File: config.mk
export PLATFORM = sky130hd
export DESIGN_NAME = ma_wb_regfile
export DESIGN_NICKNAME = d
export VERILOG_FILES = /design/src/rtl/ma_wb_regfile.sv
export SDC_FILE = /design/constraint.sdc
export NUM_CORES = 2
export LEC_CHECK = 0
export CAP_MARGIN = 5
export CELL_PAD_IN_SITES_DETAIL_PLACEMENT = 0
export CELL_PAD_IN_SITES_GLOBAL_PLACEMENT = 2
export CORE_ASPECT_RATIO = 0.8
export CORE_MARGIN = 3
export CORE_UTILIZATION = 39
export CTS_BUF_LIST = sky130_fd_sc_hd__clkbuf_8
export DETAILED_ROUTE_END_ITERATION = 16
export PLACE_DENSITY_LB_ADDON = 0.1
export REMOVE_ABC_BUFFERS = 1
export SLEW_MARGIN = 10
export SYNTH_ARGS = -nofsm -noshare
export SYNTH_HDL_FRONTEND = slang
export SYNTH_SLANG_ARGS = --single-unit
File: constraint.sdc
create_clock -name CLK -period 3.84 [get_ports CLK]
set_clock_uncertainty 0.2 [all_clocks]
set_input_delay 0.576 -clock CLK [delete_from_list [all_inputs] [get_ports CLK]]
set_output_delay 0.576 -clock CLK [all_outputs]
set_load 0.1 [all_outputs]
File: src/rtl/ma_wb_regfile.sv
// ma_wb_regfile: MA/WB pipeline latch plus a 32-entry register file with two combinational read ports.
// Read ports forward from the EX/MA and MA/WB stages when BYPASS is nonzero.
`default_nettype none

module ma_wb_regfile #(
  parameter int WORD_WIDTH = 32,
  parameter int BYPASS     = 1
) (
  input  logic                  CLK,
  input  logic                  RST_n,
  input  logic [WORD_WIDTH-1:0] C_1,
  input  logic [4:0]            Addr_1,
  input  logic                  WE_1,
  input  logic [4:0]            RA_Addr,
  input  logic [4:0]            RB_Addr,
  output logic [WORD_WIDTH-1:0] RA_Data,
  output logic [WORD_WIDTH-1:0] RB_Data,
  output logic [WORD_WIDTH-1:0] C_2,
  output logic [4:0]            Addr_2,
  output logic                  WE_2
);

  localparam logic BYPASS_EN = (BYPASS != 0);

  logic [WORD_WIDTH-1:0] regs [0:31];
  logic                  wb_en;

  assign wb_en = WE_2 && (Addr_2 != 5'd0);

  always_ff @(posedge CLK or negedge RST_n) begin
    if (!RST_n) begin
      C_2    <= '0;
      Addr_2 <= '0;
      WE_2   <= 1'b0;
    end else begin
      C_2    <= C_1;
      Addr_2 <= Addr_1;
      WE_2   <= WE_1;
    end
  end

  // Entry 0 is cleared on reset and never written, so it stays zero.
  always_ff @(posedge CLK or negedge RST_n) begin
    if (!RST_n) begin
      for (int i = 0; i < 32; i++) begin
        regs[i] <= '0;
      end
    end else if (wb_en) begin
      regs[Addr_2] <= C_2;
    end
  end

  // Youngest producer wins: EX/MA, then MA/WB, then the array.
  function automatic logic [WORD_WIDTH-1:0] read_port(
    input logic [4:0]            addr,
    input logic                  we1,
    input logic [4:0]            addr1,
    input logic [WORD_WIDTH-1:0] c1,
    input logic                  we2,
    input logic [4:0]            addr2,
    input logic [WORD_WIDTH-1:0] c2,
    input logic [WORD_WIDTH-1:0] arr
  );
    logic [WORD_WIDTH-1:0] data;
    data = arr;
    if (addr == 5'd0) begin
      data = '0;
    end else if (BYPASS_EN && we1 && (addr1 == addr)) begin
      data = c1;
    end else if (BYPASS_EN && we2 && (addr2 == addr)) begin
      data = c2;
    end
    return data;
  endfunction

  always_comb begin
    RA_Data = '0;
    RB_Data = '0;
    RA_Data = read_port(RA_Addr, WE_1, Addr_1, C_1, WE_2, Addr_2, C_2, regs[RA_Addr]);
    RB_Data = read_port(RB_Addr, WE_1, Addr_1, C_1, WE_2, Addr_2, C_2, regs[RB_Addr]);
  end

endmodule

`default_nettype wire

# Yosys cells after proc, flatten, opt, wreduce, memory -nomap -nowiden
# Index checks and enable logic that the tools add are counted.
# W data, S select, Z words.
# totals
word_cells	70
mem_bits_ro	0
ramBits	0
regBits	1062
output_inout_bits	102
latch_bits	0
n_memories	0
input_bits	50
# op_classes
muxes	15
add_sub_neg	0
order_cmp	4
eq_ne	4
shift	0
n_mul	0
bitwise	3
n_reduce_logical	9
div_mod_pow	0
# ops
operator	count
$bwmux W1024	1
$mux W32	11
$bmux W32 S5	2
$demux W32 S5	1
$eq A5 B5 Y1	4
$ge A6 B6 Y1 const B	3
$not A5 Y6	3
$logic_not A5 Y1	2
$logic_and A1 B1 Y1	6
$lt A6 B1 Y1 const B	1
$reduce_bool A5 Y1	1

# Longest topological paths before layout
# logic_depth
depth_word	7
ltp_mapped	11
mapped_depth_nobuf	6

# Worst setup path after synthesis
# Ideal clock, no wire load.
# synth_path
kind	register -> output
from	reg Addr_2[4]
to	out RB_Data[0]
required_time_ps	3064
setup_slack_ps	-56
stages_incl_launch_ff	8
arrival_ps	3120
path_buffers	2
path_cell_list	dfrtp_1 buf_2 xor2_1 nor3_1 nand3_1 a211oi_1 clkbuf_1 a221o_1
# synth_between
elab_chain_cells	5
# synth_rtl
item	line	text
from (decl)	19	output logic [4:0] Addr_2,
from (signal assigned)	37	Addr_2 <= Addr_1;
$eq A5 B5 Y1	70	end else if (BYPASS_EN && we2 && (addr2 == addr)) begin
$logic_and A1 B1 Y1	70	
$mux W32	70	
$mux W32	68	end else if (BYPASS_EN && we1 && (addr1 == addr)) begin
$mux W32	66	if (addr == 5'd0) begin
to (decl)	17	output logic [WORD_WIDTH-1:0] RB_Data,
# Every way passes these cells.

# Worst setup path after layout
# layout_path
from	reg regs[157] in the netlist's numbering
to	out RA_Data[29]
# layout_between
elab_chain_cells	6
# layout_rtl
item	line	text
from (decl)	25	logic [WORD_WIDTH-1:0] regs [0:31];
from (signal, indexed assignment)	46	regs[i] <= '0;
from (signal, indexed assignment)	49	regs[Addr_2] <= C_2;
$bmux W32 S5	79	RA_Data = read_port(RA_Addr, WE_1, Addr_1, C_1, WE_2, Addr_2, C_2, regs[RA_Addr]);
$mux W32 (not written as such) (2 in series)	79	
$mux W32	70	
$mux W32	68	
$mux W32	66	
to (decl)	16	output logic [WORD_WIDTH-1:0] RA_Data,
# Every way passes these cells. The select of a mux whose other input is x is not followed.

==> results.json <==
{
  "hp-class": "primary input to asynchronous set/reset pin",
  "synth_cell_types": 48,
  "cts_tree": "done",
  "portBuffers": 151,
  "finalPower_mw": 33.3,
  "finalSetupTns_ns": -2.43,
  "cts_max_level": 4,
  "core_area_um2": 141000,
  "leakagePower_nw": 29.7,
  "yosysSeqAreaShare": 0.476,
  "startpoint_type": "register",
  "dpl.cell_count": 5831,
  "status": "complete, but fails checks",
  "max_freq_mhz": 251,
  "finalHoldViolations": 0,
  "clk_latency_ns": 0.93,
  "place.detailed.hpwl_mm": 126,
  "ant_nets": 0,
  "arrival_ns": 3.20,
  "antenna_found_initial": 4,
  "rows": 123,
  "drc": 0,
  "finalNetCount": 4273,
  "finalSetupViolations": 35,
  "vias_per_cell": 6.23,
  "finalWirelength_mm": 207,
  "peakVddDrop_v": 0.000356,
  "required_ns": 3.06,
  "fin_util": 0.478,
  "crit_chain": "mux4_2 -> a22o_1 -> a211oi_2 -> a21oi_2 -> a222oi_1 -> inv_1 -> buf_12",
  "ys.flop_type": "dfrtp_1",
  "ctsLongestPathBuffers": 3,
  "cts.sinks": 1062,
  "fin_cells": 6229,
  "critPathCaptureType": "primary output",
  "ys_ff_latch": 1062,
  "relSlewSlack": 0.254,
  "layout-drive-gt1-share": 0.519,
  "min_period_ns": 3.98,
  "gr-usage-all-layers": 0.278,
  "violations": "negative setup slack",
  "nFillCells": 12200,
  "grt_max_degree": 103,
  "clkTransAtPathRegs_ns": 0.06,
  "finalWeightedCongestion": 0.817,
  "synth-edff-count": 0,
  "globalRouteOverflowTotal": 0,
  "timing.final.crit_share": 1.04,
  "rsz0062_at_grt": "yes",
  "syn_avg_cell_area_um2": 14.2,
  "powerDensity_nw_per_um2": 492,
  "cp_slowest_stage_delay_ns": 0.51,
  "netlist_area_um2": 55800,
  "fp.dieArea_um2": 148000,
  "via_count": 38800,
  "tightest_slew_ns": 1.12,
  "cts_buffers": 184,
  "die_x_um": 429,
  "area_delta_synth_final_pct": 21.1,
  "slew_viol_final": 0,
  "drtIter0Drc": 3422,
  "synthCells": 3921,
  "setup_ws_ns": -0.137,
  "ys_warn_count": 0,
  "root_buffer": "clkbuf_8",
  "wl_per_cell_um": 33.2,
  "cp_max_fo": 2,
  "grt_pass1_vias": 41300,
  "slowest_stage": "mux4_2",
  "grt_pass1_wl_mm": 298,
  "pre_cts_slack_ns": -0.246,
  "synthArstFlopShare": 1.00,
  "crit_type": "register to primary output",
  "die_y_um": 344,
  "io_pins": 152,
  "cap_violations": 0,
  "dr.pass1.iters": 7,
  "start_util": 0.395
}
## routing by layer
| layer | global-route usage | routed length [um] |
|---|---|---|
| met1 | 0.397 | 93100 |
| met2 | 0.420 | 92600 |
| met3 | 0.0583 | 14600 |
| met4 | 0.0964 | 6430 |
| met5 | 0 | 0 |
## what timing repair did
action	in CTS	in global routing
hold endpoints to repair	93	0
resized for setup	118	48
endpoints found under the setup margin	63	64
buffers inserted	31	11
gates cloned	3	2
pin swaps	39	30
hold buffers	38	0
## cell type report
class | count | area, um2 | area share
Antenna cell | 5 | 12.5 | 0.000185
Clock buffer | 228 | 3140 | 0.0464
Multi-Input combinational cell | 2394 | 28000 | 0.415
Tap cell | 1875 | 2350 | 0.0347
Sequential cell | 1062 | 26600 | 0.393
Inverter | 13 | 48.8 | 0.000721
Timing Repair Buffer | 568 | 7020 | 0.104
Clock inverter | 84 | 452 | 0.00668
## flip-flops by register name, summed over array words and instances (netlist names)
name and count:
regs 1024, WE_2 1, C_2 32, Addr_2 5
## per-stage QoR
step	instance area, um2	hold slack (ns)
2_1_floorplan	53900	0.0804
3_3_place_gp	62500	0.177
3_5_place_dp	62500	0.182
4_1_cts	67300	0.0562
5_1_grt	67600	0.103
6_report	67600	0.106
## critical path: cells and delay by family, from the launching register on
kind,cells,cell delay (ns)
compound gates,4,1.06
buf+inv,2,0.35
flops,1,0.38
mux,1,0.51
## Yosys cell counts, drive strengths merged (2+ instances only)
| master | count | area share |
|---|---|---|
| a22oi | 133 | 0.018 |
| o221ai | 62 | 0.0097 |
| xor2 | 12 | 0.0019 |
| a221o | 31 | 0.0056 |
| o21ai | 17 | 0.0015 |
| inv | 13 | 0.00087 |
| mux2i | 255 | 0.046 |
| clkbuf | 280 | 0.019 |
| nand2 | 157 | 0.011 |
| nor2b | 3 | 0.00034 |
| nand3b | 10 | 0.0013 |
| nand4 | 2 | 0.00022 |
| and3 | 34 | 0.0038 |
| or3b | 3 | 0.00047 |
| a211oi | 77 | 0.010 |
| dfrtp | 1062 | 0.48 |
| a22o | 11 | 0.0017 |
| and3b | 3 | 0.00047 |
| and2 | 4 | 0.00045 |
| a21oi | 64 | 0.0057 |
| xnor2 | 8 | 0.0013 |
| nand3 | 29 | 0.0026 |
| nor3 | 5 | 0.00045 |
| a222oi | 11 | 0.0020 |
| buf | 172 | 0.016 |
| mux2 | 978 | 0.20 |
| nor2 | 21 | 0.0016 |
| mux4 | 386 | 0.16 |
| o22ai | 62 | 0.0069 |
| nor3b | 5 | 0.00067 |
## cells in the final DEF (no fill, tap or decap), types with 58 or more instances in the layout
master,n
a21oi_1,58
inv_1,71
nand2_1,121
dfrtp_1,1055
buf_12,185
clkbuf_8,228
mux2_2,978
o221ai_1,62
mux4_2,386
buf_4,274
a22oi_1,115
mux2i_1,255
o22ai_1,62
## cell families (layout without fill, tap and decap cells)
kind of cell    after synthesis  count (layout)  synth area share
buf+inv                     465             893            0.0361
simple gates                281             281            0.0237
flops                      1062            1062             0.476
compound gates              474             474            0.0625
mux                        1619            1619             0.399
other cells                   0               5                 0
xor+xnor                     20              20           0.00314
## where the power goes
part	total, mW	leakage, nW	internal [mW]	switching [mW]
Combinational	8.02	14.0	4.32	3.71
Sequential	14.9	13.6	13.2	1.62
Clock	10.4	2.07	5.45	4.95
## path summary, 6_finish.rpt
check                                      start                     to  slack [ns]  cells after the start
hold reg to reg            regs[999]$_DFFE_PN0P_  regs[999]$_DFFE_PN0P_        0.19                      0
setup / recovery           regs[157]$_DFFE_PN0P_            RA_Data[29]       -0.14                      7
max in group asynchronous                  RST_n  regs[969]$_DFFE_PN0P_        2.19                      3
setup reg to reg             Addr_2[4]$_DFF_PN0_  regs[649]$_DFFE_PN0P_        0.58                      6
min in group CLK           regs[999]$_DFFE_PN0P_  regs[999]$_DFFE_PN0P_        0.19                      0
hold / removal                             RST_n  regs[915]$_DFFE_PN0P_        0.11                      2
Power figures use the tool's default switching activity.
